<file path="src/rtl/mem_align_unit_pkg.sv">
// Shared types and helpers for the load/store alignment unit.
package mem_align_unit_pkg;

  typedef enum logic [1:0] {
    IDLE   = 2'd0,
    ACCESS = 2'd1,
    WAIT   = 2'd2,
    RESP   = 2'd3
  } state_e;

  localparam logic [1:0] SZ_BYTE    = 2'b00;
  localparam logic [1:0] SZ_HALF    = 2'b01;
  localparam logic [1:0] SZ_WORD    = 2'b10;
  localparam logic [1:0] SZ_ILLEGAL = 2'b11;

  // Natural alignment check; the illegal size code is always rejected.
  function automatic logic is_misaligned(input logic [1:0] size, input logic [1:0] addr_lo);
    logic mis;
    case (size)
      SZ_BYTE: mis = 1'b0;
      SZ_HALF: mis = addr_lo[0];
      SZ_WORD: mis = (addr_lo != 2'b00);
      default: mis = 1'b1;
    endcase
    return mis;
  endfunction

  // Byte enables for a store of the given size at the given lane offset.
  function automatic logic [3:0] store_be(input logic [1:0] size, input logic [1:0] addr_lo);
    logic [3:0] be;
    case (size)
      SZ_BYTE: be = 4'b0001 << addr_lo;
      SZ_HALF: be = 4'b0011 << {addr_lo[1], 1'b0};
      default: be = 4'b1111;
    endcase
    return be;
  endfunction

  // Replicate right-justified store data across every lane it could land in,
  // so the byte enables alone pick the destination.
  function automatic logic [31:0] store_data(input logic [1:0] size, input logic [31:0] wdata);
    logic [31:0] d;
    case (size)
      SZ_BYTE: d = {4{wdata[7:0]}};
      SZ_HALF: d = {2{wdata[15:0]}};
      default: d = wdata;
    endcase
    return d;
  endfunction

endpackage

</file>
<file path="src/rtl/mem_align_unit_signext.sv">
// Generic sign extender: replicates the MSB of the input up to OUT_WIDTH.
module mem_align_unit_signext #(
  parameter int IN_WIDTH  = 8,
  parameter int OUT_WIDTH = 32
) (
  input  logic [IN_WIDTH-1:0]  data_i,
  output logic [OUT_WIDTH-1:0] data_o
);

  assign data_o = {{(OUT_WIDTH - IN_WIDTH){data_i[IN_WIDTH-1]}}, data_i};

endmodule

</file>
<file path="src/rtl/mem_align_unit.sv">
// Load/store alignment unit: takes byte/half/word CPU requests, drives a
// word-wide synchronous memory with lane enables, and returns extended load
// data or a misalignment flag as a single-cycle response.
//
// state  | meaning
// IDLE   | ready for a request
// ACCESS | memory strobe cycle
// WAIT   | load data returning; lane extracted and registered
// RESP   | one-cycle response pulse
module mem_align_unit
  import mem_align_unit_pkg::*;
#(
  parameter int ADDR_WIDTH = 32,
  parameter int DATA_WIDTH = 32
) (
  input  logic                  clk,
  input  logic                  reset,
  input  logic                  req_valid,
  output logic                  req_ready,
  input  logic                  req_we,
  input  logic [1:0]            req_size,
  input  logic                  req_unsigned,
  input  logic [ADDR_WIDTH-1:0] req_addr,
  input  logic [DATA_WIDTH-1:0] req_wdata,
  output logic                  rsp_valid,
  output logic [DATA_WIDTH-1:0] rsp_rdata,
  output logic                  rsp_misaligned,
  output logic                  mem_en,
  output logic                  mem_we,
  output logic [3:0]            mem_be,
  output logic [ADDR_WIDTH-1:0] mem_addr,
  output logic [DATA_WIDTH-1:0] mem_wdata,
  input  logic [DATA_WIDTH-1:0] mem_rdata
);

  state_e                  state_q, state_d;
  logic                    we_q, uns_q, mis_q;
  logic [1:0]              size_q;
  logic [ADDR_WIDTH-1:0]   addr_q;
  logic [ADDR_WIDTH-1:0]   maddr_q;
  logic [DATA_WIDTH-1:0]   wdata_q;
  logic [DATA_WIDTH-1:0]   rdata_q;
  logic [DATA_WIDTH-1:0]   load_ext;
  logic [ADDR_WIDTH-1:0]   word_addr;
  logic                    accept;
  logic                    req_mis;
  logic [7:0]              byte_lane;
  logic [15:0]             half_lane;
  logic [DATA_WIDTH-1:0]   byte_sext, half_sext;

  // Ready is also gated by reset so it reads 0 while reset is held.
  assign req_ready = (state_q == IDLE) & ~reset;
  assign accept    = req_valid & req_ready;
  assign req_mis   = is_misaligned(req_size, req_addr[1:0]);
  assign word_addr = {addr_q[ADDR_WIDTH-1:2], 2'b00};

  // Outside ACCESS the address holds the last one actually sent to memory.
  assign mem_addr       = (state_q == ACCESS) ? word_addr : maddr_q;
  assign rsp_rdata      = rdata_q;
  assign rsp_misaligned = rsp_valid & mis_q;

  // State register; reset forces IDLE asynchronously so strobes drop at once.
  always_ff @(posedge clk or posedge reset) begin
    if (reset) begin
      state_q <= IDLE;
    end else begin
      state_q <= state_d;
    end
  end

  // Next-state and memory/response strobes.
  always_comb begin
    state_d   = state_q;
    mem_en    = 1'b0;
    mem_we    = 1'b0;
    mem_be    = 4'b0000;
    mem_wdata = '0;
    rsp_valid = 1'b0;
    case (state_q)
      IDLE: begin
        if (accept) begin
          state_d = req_mis ? RESP : ACCESS;
        end
      end
      ACCESS: begin
        mem_en  = 1'b1;
        mem_we  = we_q;
        if (we_q) begin
          mem_be    = store_be(size_q, addr_q[1:0]);
          mem_wdata = store_data(size_q, wdata_q);
          state_d   = RESP;
        end else begin
          mem_be  = 4'b1111;
          state_d = WAIT;
        end
      end
      WAIT: begin
        state_d = RESP;
      end
      RESP: begin
        rsp_valid = 1'b1;
        state_d   = IDLE;
      end
      default: begin
        state_d = IDLE;
      end
    endcase
  end

  // Lane selection from the returning memory word.
  always_comb begin
    byte_lane = 8'h00;
    case (addr_q[1:0])
      2'd0: byte_lane = mem_rdata[7:0];
      2'd1: byte_lane = mem_rdata[15:8];
      2'd2: byte_lane = mem_rdata[23:16];
      2'd3: byte_lane = mem_rdata[31:24];
      default: byte_lane = 8'h00;
    endcase
    half_lane = addr_q[1] ? mem_rdata[31:16] : mem_rdata[15:0];
  end

  mem_align_unit_signext #(.IN_WIDTH(8), .OUT_WIDTH(DATA_WIDTH)) u_sext_byte (
    .data_i (byte_lane),
    .data_o (byte_sext)
  );

  mem_align_unit_signext #(.IN_WIDTH(16), .OUT_WIDTH(DATA_WIDTH)) u_sext_half (
    .data_i (half_lane),
    .data_o (half_sext)
  );

  // Choose sign- or zero-extended lane; word loads pass straight through.
  always_comb begin
    load_ext = mem_rdata;
    case (size_q)
      SZ_BYTE: load_ext = uns_q ? {24'h000000, byte_lane} : byte_sext;
      SZ_HALF: load_ext = uns_q ? {16'h0000, half_lane} : half_sext;
      default: load_ext = mem_rdata;
    endcase
  end

  // Request capture, last-accessed address and response data registers.
  always_ff @(posedge clk or posedge reset) begin
    if (reset) begin
      we_q    <= 1'b0;
      uns_q   <= 1'b0;
      mis_q   <= 1'b0;
      size_q  <= SZ_BYTE;
      addr_q  <= '0;
      wdata_q <= '0;
      maddr_q <= '0;
      rdata_q <= '0;
    end else begin
      if (accept) begin
        we_q    <= req_we;
        uns_q   <= req_unsigned;
        mis_q   <= req_mis;
        size_q  <= req_size;
        addr_q  <= req_addr;
        wdata_q <= req_wdata;
        if (req_mis) begin
          rdata_q <= '0;
        end
      end
      if (state_q == ACCESS) begin
        maddr_q <= word_addr;
        if (we_q) begin
          rdata_q <= '0;
        end
      end
      if (state_q == WAIT) begin
        rdata_q <= load_ext;
      end
    end
  end

endmodule

</file>
<file path="config.mk">
export PLATFORM = sky130hd
export DESIGN_NAME = mem_align_unit
export DESIGN_NICKNAME = d
export VERILOG_FILES = /design/src/rtl/mem_align_unit_pkg.sv /design/src/rtl/mem_align_unit_signext.sv /design/src/rtl/mem_align_unit.sv
export SDC_FILE = /design/constraint.sdc
export NUM_CORES = 1
export LEC_CHECK = 0
export CORE_UTILIZATION = 42
export DETAILED_ROUTE_END_ITERATION = 6
export MAX_ROUTING_LAYER = met4
export PLACE_DENSITY_LB_ADDON = 0.05
export SLEW_MARGIN = 10
export SYNTH_ARGS = -nofsm -noshare
export SYNTH_HDL_FRONTEND = slang
export SYNTH_SLANG_ARGS = --single-unit
</file>
<file path="constraint.sdc">
create_clock -name clk -period 4.12 [get_ports clk]
set_input_delay 0.824 -clock clk [delete_from_list [all_inputs] [get_ports clk]]
set_output_delay 0.824 -clock clk [all_outputs]
set_load 0.01 [all_outputs]
</file>
==> run summary, run 1 <==
most frequent cell after synthesis: dfrtp_1
Hold Crit Class: flip-flop to flip-flop
pwr dens: 814 nW/um^2
share of layout cells above drive strength 1: 21.2%
Register-to-Register Path Depth: 5
setup_tns: 0 ns
library cells used by synthesis: 37
worst skew pair latency: 0.41 ns
worst setup path class: flip-flop to output port
dpl ws: 1.09 ns
fin crit period: 3.44 ns
die width: 123 microns
die height: 123 microns
Leak: 3.90 nW
top post-synthesis cells by count: dfrtp_1, mux2_2, nor2_1
Finished Layout Cells: 884
Yosys top cell area share: 54.8%
CTS Buf Count: 17
Net Sw Power: 2.46 mW
clk sink count: 135
cells after synthesis: 496
worst reg2reg setup slack: 1.46 ns
number of max-cap violations: 0
Clock Path Buffers: 2
setup ws final: 0.680 ns
Internal: 4.86 mW
post-CTS resize count: 0
Startpoint Class: flip-flop
Sw Ratio: 33.6%
GRT overflow: 0
critical path arrival: 2.62 ns
antenna cells: 0
core area: 14100 sq um
clock root buffer master: clkbuf_16
flops & latches, synth: 135
Post CTS Setup Buffer Count: 0
placed cells: 852
# fillers: 1128
number of synthesized flops with an enable pin: 0
initial antenna violation count: 0
Synth area leader: dfrtp_1
I/O pin count: 208
max frequency: 291 MHz
syn_area_per_cell: 12.4 sq um
DRT iter0 DRCs: 309
Clock H-tree levels: 4
reg2reg start: state_q[0]
Final Hold Fails: 0
Post-synth ARST share: 100%
DIE AREA: 15200 sq um
Worst Max-Slew Pin Slew: 1.08 ns
status: finished, final reports clean
first-pass GRT wire length: 24800 microns
Vias/cell: 5.36
Seq pwr share: 32.3%
largest net degree at the start of global routing: 71
clock group share of total power: 22.0%
Worst Setup End Kind: output port
hold_buf cts: 0
Area Growth Syn to Fin: 45.9%
RSZ-0062 raised after global routing: no
final layout net count: 799
WL/cell: 18.2 microns
CP max-delay cell: dfrtp_1
drt first pass iters: 5
GPL Wtd Cong: 0.832
final max-slew violation count: 0
period utilisation layout: 83.5%
# port buffers: 207
Max IR drop VDD: 0.446 mV
drc violations: 0
sequential area share after synthesis: 54.8%
reg2reg end: rsp_rdata[20]
WP data required: 3.30 ns
hold path endpoint: rsp_rdata[2]
vias in the first global route: 4796
cell chain of the critical path: buf_4, nand2b_1, nand2_1, a21boi_0, clkdlybuf4s50_1
CP peak stage delay: 0.63 ns
worst hold start: rsp_rdata[2]
post-synthesis cell area: 6170 sq um
Top FF cell, synth: dfrtp_1
Gate power share: 45.7%
number of synthesis warnings: 0
HPWL after DPL: 11200 microns
most area-consuming cells after synthesis: dfrtp_1, mux2_2, a221o_1
clk slew on worst S/H paths: 0.06 ns
drt total wl: 16100 microns
Setup Skew: 0.00544 ns
Synthesized Nets: 604
Worst Hold Depth: 1
Core Rows: 43
Antenna Nets Post-Route: 0
Vias: 4737
Initial Utilization: 43.8%
Global Route Usage Sum: 22.5%
CTS tree: done
Pwr Total: 7.32 mW
crit-path max FO: 16
CP startpoint: size_q[0]
final setup violation count: 0
Worst slew margin: 27.6%
[power groups by stage]
| stage | sequential [mW] | clock, mW | combinational (mW) |
|---|---|---|---|
| after floorplan | 2.28 | 0 | 2.01 |
| after global placement | 2.34 | 0 | 3.32 |
| after detailed placement | 2.39 | 0 | 3.37 |
| after CTS | 2.37 | 1.65 | 3.39 |
| after global routing | 2.45 | 1.71 | 3.62 |
| final | 2.36 | 1.61 | 3.35 |
[worst max-delay path, delay by kind of cell, from the launching register on]
family | cells | cell delay [ns]
AOI/OAI and AO/OA | 1 | 0.20
buffers and inverters | 2 | 0.90
DFF | 1 | 0.63
and+or+nand+nor | 2 | 0.46
[worst max path at each step]
stage	endpoint	slack, ns	cells past startpoint
6_report	mem_be[2]	0.68	5
4_1_cts	mem_we	0.64	5
3_5_place_dp	mem_we	1.09	5
3_3_place_gp	state_q[0]	1.15	6
5_1_grt	mem_wdata[8]	0.50	5
2_1_floorplan	addr_q[0]	1.62	1
[cell type report]
| cell class | instances | area [sq um] | share of cell area, % |
|---|---|---|---|
| clock buffers | 18 | 439 | 4.88 |
| clock inverters | 14 | 198 | 2.20 |
| inverters | 6 | 26.3 | 0.292 |
| multi-input cells | 316 | 2590 | 28.8 |
| flip-flops and latches | 135 | 3380 | 37.5 |
| well taps | 180 | 225 | 2.50 |
| repair buffers | 215 | 2140 | 23.8 |
[cells by family after synthesis]
| family | Yosys count | share of synthesized area [%] |
|---|---|---|
| fa+ha+maj | 5 | 1.01 |
| buf+inv | 45 | 3.41 |
| mux | 116 | 20.8 |
| flops | 135 | 54.8 |
| compound gates | 105 | 12.7 |
| simple gates | 90 | 7.24 |
[placed cells by master, fill, tap and decap left out, types with 5 or more instances in the layout]
cell and instances:
o22ai_1 7, a22o_1 8, a221o_1 22, nand2_1 24, buf_4 7, inv_1 5
nor2b_1 13, o21ai_0 10, mux2i_1 17, clkbuf_16 17, a21oi_1 27, a221oi_1 7
a21o_1 15, dfrtp_1 135, and3_1 8, mux2_2 99, clkdlybuf4s50_1 207, nor2_1 29
[metrics by stage]
step	cell area [sq um]	hold WS, ns	util [%]
after global routing	9000	0.491	63.8
after floorplan	6170	0.442	-
after CTS	9000	0.478	63.8
after global placement	8360	0.458	59.3
after detailed placement	8360	0.465	59.3
final	9000	0.474	63.8
[registers in the layout, indices dropped and copies added (netlist names)]
signal     flops
mis_q          1
wdata_q       32
size_q         2
rsp_rdata     32
we_q           1
addr_q        32
uns_q          1
maddr_q       32
state_q        2
[metal layers]
| metal | part of all wire (%) | vias up | wire length, microns | global-route usage [%] |
|---|---|---|---|---|
| li1 | - | 2186 | - | - |
| met1 | 44 | 2354 | 7010 | 27.9 |
| met2 | 49 | 180 | 7830 | 35.5 |
| met3 | 6.6 | 17 | 1070 | 6.46 |
| met4 | 1.2 | 0 | 197 | 6.78 |
| met5 | 0 | - | 0 | - |
(Power assumes the default switching activity.)
==> run 2: changes to the inputs <==
--- a/config.mk
+++ b/config.mk
@@ -5,7 +5,7 @@
 export SDC_FILE = /design/constraint.sdc
 export NUM_CORES = 1
 export LEC_CHECK = 0
-export CORE_UTILIZATION = 42
+export CORE_UTILIZATION = 46
 export DETAILED_ROUTE_END_ITERATION = 6
 export MAX_ROUTING_LAYER = met4
 export PLACE_DENSITY_LB_ADDON = 0.05
==> constraint.sdc (replaced) <==
create_clock -name clk -period 3.43 [get_ports clk]
set_input_delay 0.686 -clock clk [delete_from_list [all_inputs] [get_ports clk]]
set_output_delay 0.686 -clock clk [all_outputs]
set_load 0.01 [all_outputs]
==> run 2 against run 1 <==
Against the previous run: die area down 8.6%; final cell count fell by 0.90%; non-clock buffer count is the same; critical path depth increased by 1; combinational power rose by 19%; routed wire length decreased by 0.18%; critical endpoint is now mem_wdata[13].
==> run summary, run 2 (same netlist as run 1, synthesis figures left out) <==
I/O pin count: 208
Vias: 4738
Worst Hold Depth: 1
largest net degree at the start of global routing: 78
Setup Skew: 0.00835 ns
pwr dens: 978 nW/um^2
GRT overflow: 0
# fillers: 939
die height: 118 microns
most common cell after layout, fill and taps aside: clkdlybuf4s50_1
worst setup path class: flip-flop to output port
fin crit period: 3.20 ns
period utilisation layout: 93.3%
crit-path max FO: 24
CTS tree: done
Hold WS: 0.479 ns
reg2reg end: rsp_rdata[23]
Post CTS Setup Buffer Count: 0
post-layout util: 70.3%
Clock H-tree levels: 4
Leak: 3.90 nW
first-pass GRT wire length: 26500 microns
clk sink count: 135
max frequency: 312 MHz
RSZ-0062 raised after global routing: no
share of layout cells above drive strength 1: 21.2%
worst skew pair latency: 0.42 ns
Startpoint Class: flip-flop
WP data required: 2.74 ns
initial antenna violation count: 0
# port buffers: 207
GPL Wtd Cong: 0.819
Pwr Total: 8.82 mW
commonest cells after routing, fill and taps aside: clkdlybuf4s50_1, dfrtp_1, mux2_2
Final Hold Fails: 0
Clock Path Buffers: 2
Antenna Nets Post-Route: 0
CP endpoint: mem_wdata[13]
worst reg2reg setup slack: 0.83 ns
clock root buffer master: clkbuf_16
final layout net count: 799
vias in the first global route: 5166
Initial Utilization: 48.1%
placed cells: 844
Area Growth Syn to Fin: 46.2%
DIE AREA: 13900 sq um
CTS Buf Count: 17
critical path arrival: 2.51 ns
post-CTS resize count: 0
Worst Setup End Kind: output port
Register-to-Register Path Depth: 5
Worst Max-Slew Pin Slew: 1.15 ns
WL/cell: 18.4 microns
drc violations: 0
DRT iter0 DRCs: 273
core area: 12800 sq um
Global Route Usage Sum: 25.3%
Hold Crit Class: flip-flop to flip-flop
setup_tns: 0 ns
status: finished, final reports clean
Vias/cell: 5.41
number of max-cap violations: 0
final max-slew violation count: 0
Max IR drop VDD: 0.624 mV
antenna cells: 0
clk slew on worst S/H paths: 0.06 ns
Finished Layout Cells: 876
HPWL after DPL: 11000 microns
drt first pass iters: 5
die width: 118 microns
drt total wl: 16100 microns
CP startpoint: state_q[1]
hold_buf cts: 0
final setup violation count: 0
Core Rows: 41
reg2reg start: state_q[0]
Worst slew margin: 23.2%
-- run 2: cell type report --
class                      instances  area [sq um]  area share, %
timing repair buffer             215          2170           24.0
inverter                           6          26.3          0.291
tap                              172           215           2.39
multi-input combinational        316          2590           28.7
clock inverter                    11           171           1.90
clock buffer                      21           470           5.21
sequential                       135          3380           37.5
-- run 2: worst min path at each step --
stage	startpoint	endpoint
global route	mis_q	mis_q
floorplan	mis_q	mis_q
detailed placement	rsp_rdata[6]	rsp_rdata[6]
CTS	rsp_rdata[6]	rsp_rdata[6]
finish	rsp_rdata[6]	rsp_rdata[6]
global placement	rsp_rdata[1]	rsp_rdata[1]
-- run 2: power breakdown --
part	internal (mW)	switching, mW	total (mW)
clock network	1.27	0.682	1.96
logic	2.25	1.75	4.00
registers	2.37	0.502	2.87
-- run 2: critical path, cell delays in order (launching register included) --
cell and delay, ns:
dfrtp_1 0.41, inv_1 0.13, ha_2 0.39, nand2_1 0.16
buf_4 0.25, a21oi_1 0.19, clkdlybuf4s50_1 0.57
-- run 2: per-layer routing --
| layer | global-route usage, % | vias up | routed length (microns) |
|---|---|---|---|
| li1 | - | 2199 | - |
| met3 | 6.98 | 29 | 998 |
| met5 | - | - | 0 |
| met4 | 10.3 | 0 | 384 |
| met2 | 39.1 | 180 | 7820 |
| met1 | 31.3 | 2330 | 6870 |
-- run 2: through the flow --
| stage | setup WS (ns) | instance area (sq um) |
|---|---|---|
| 6_report | 0.229 | 9020 |
| 5_1_grt | 0.0799 | 9020 |
| 4_1_cts | 0.213 | 9020 |
| 3_5_place_dp | 0.531 | 8380 |
| 3_3_place_gp | 0.637 | 8380 |
| 2_1_floorplan | 1.06 | 6170 |
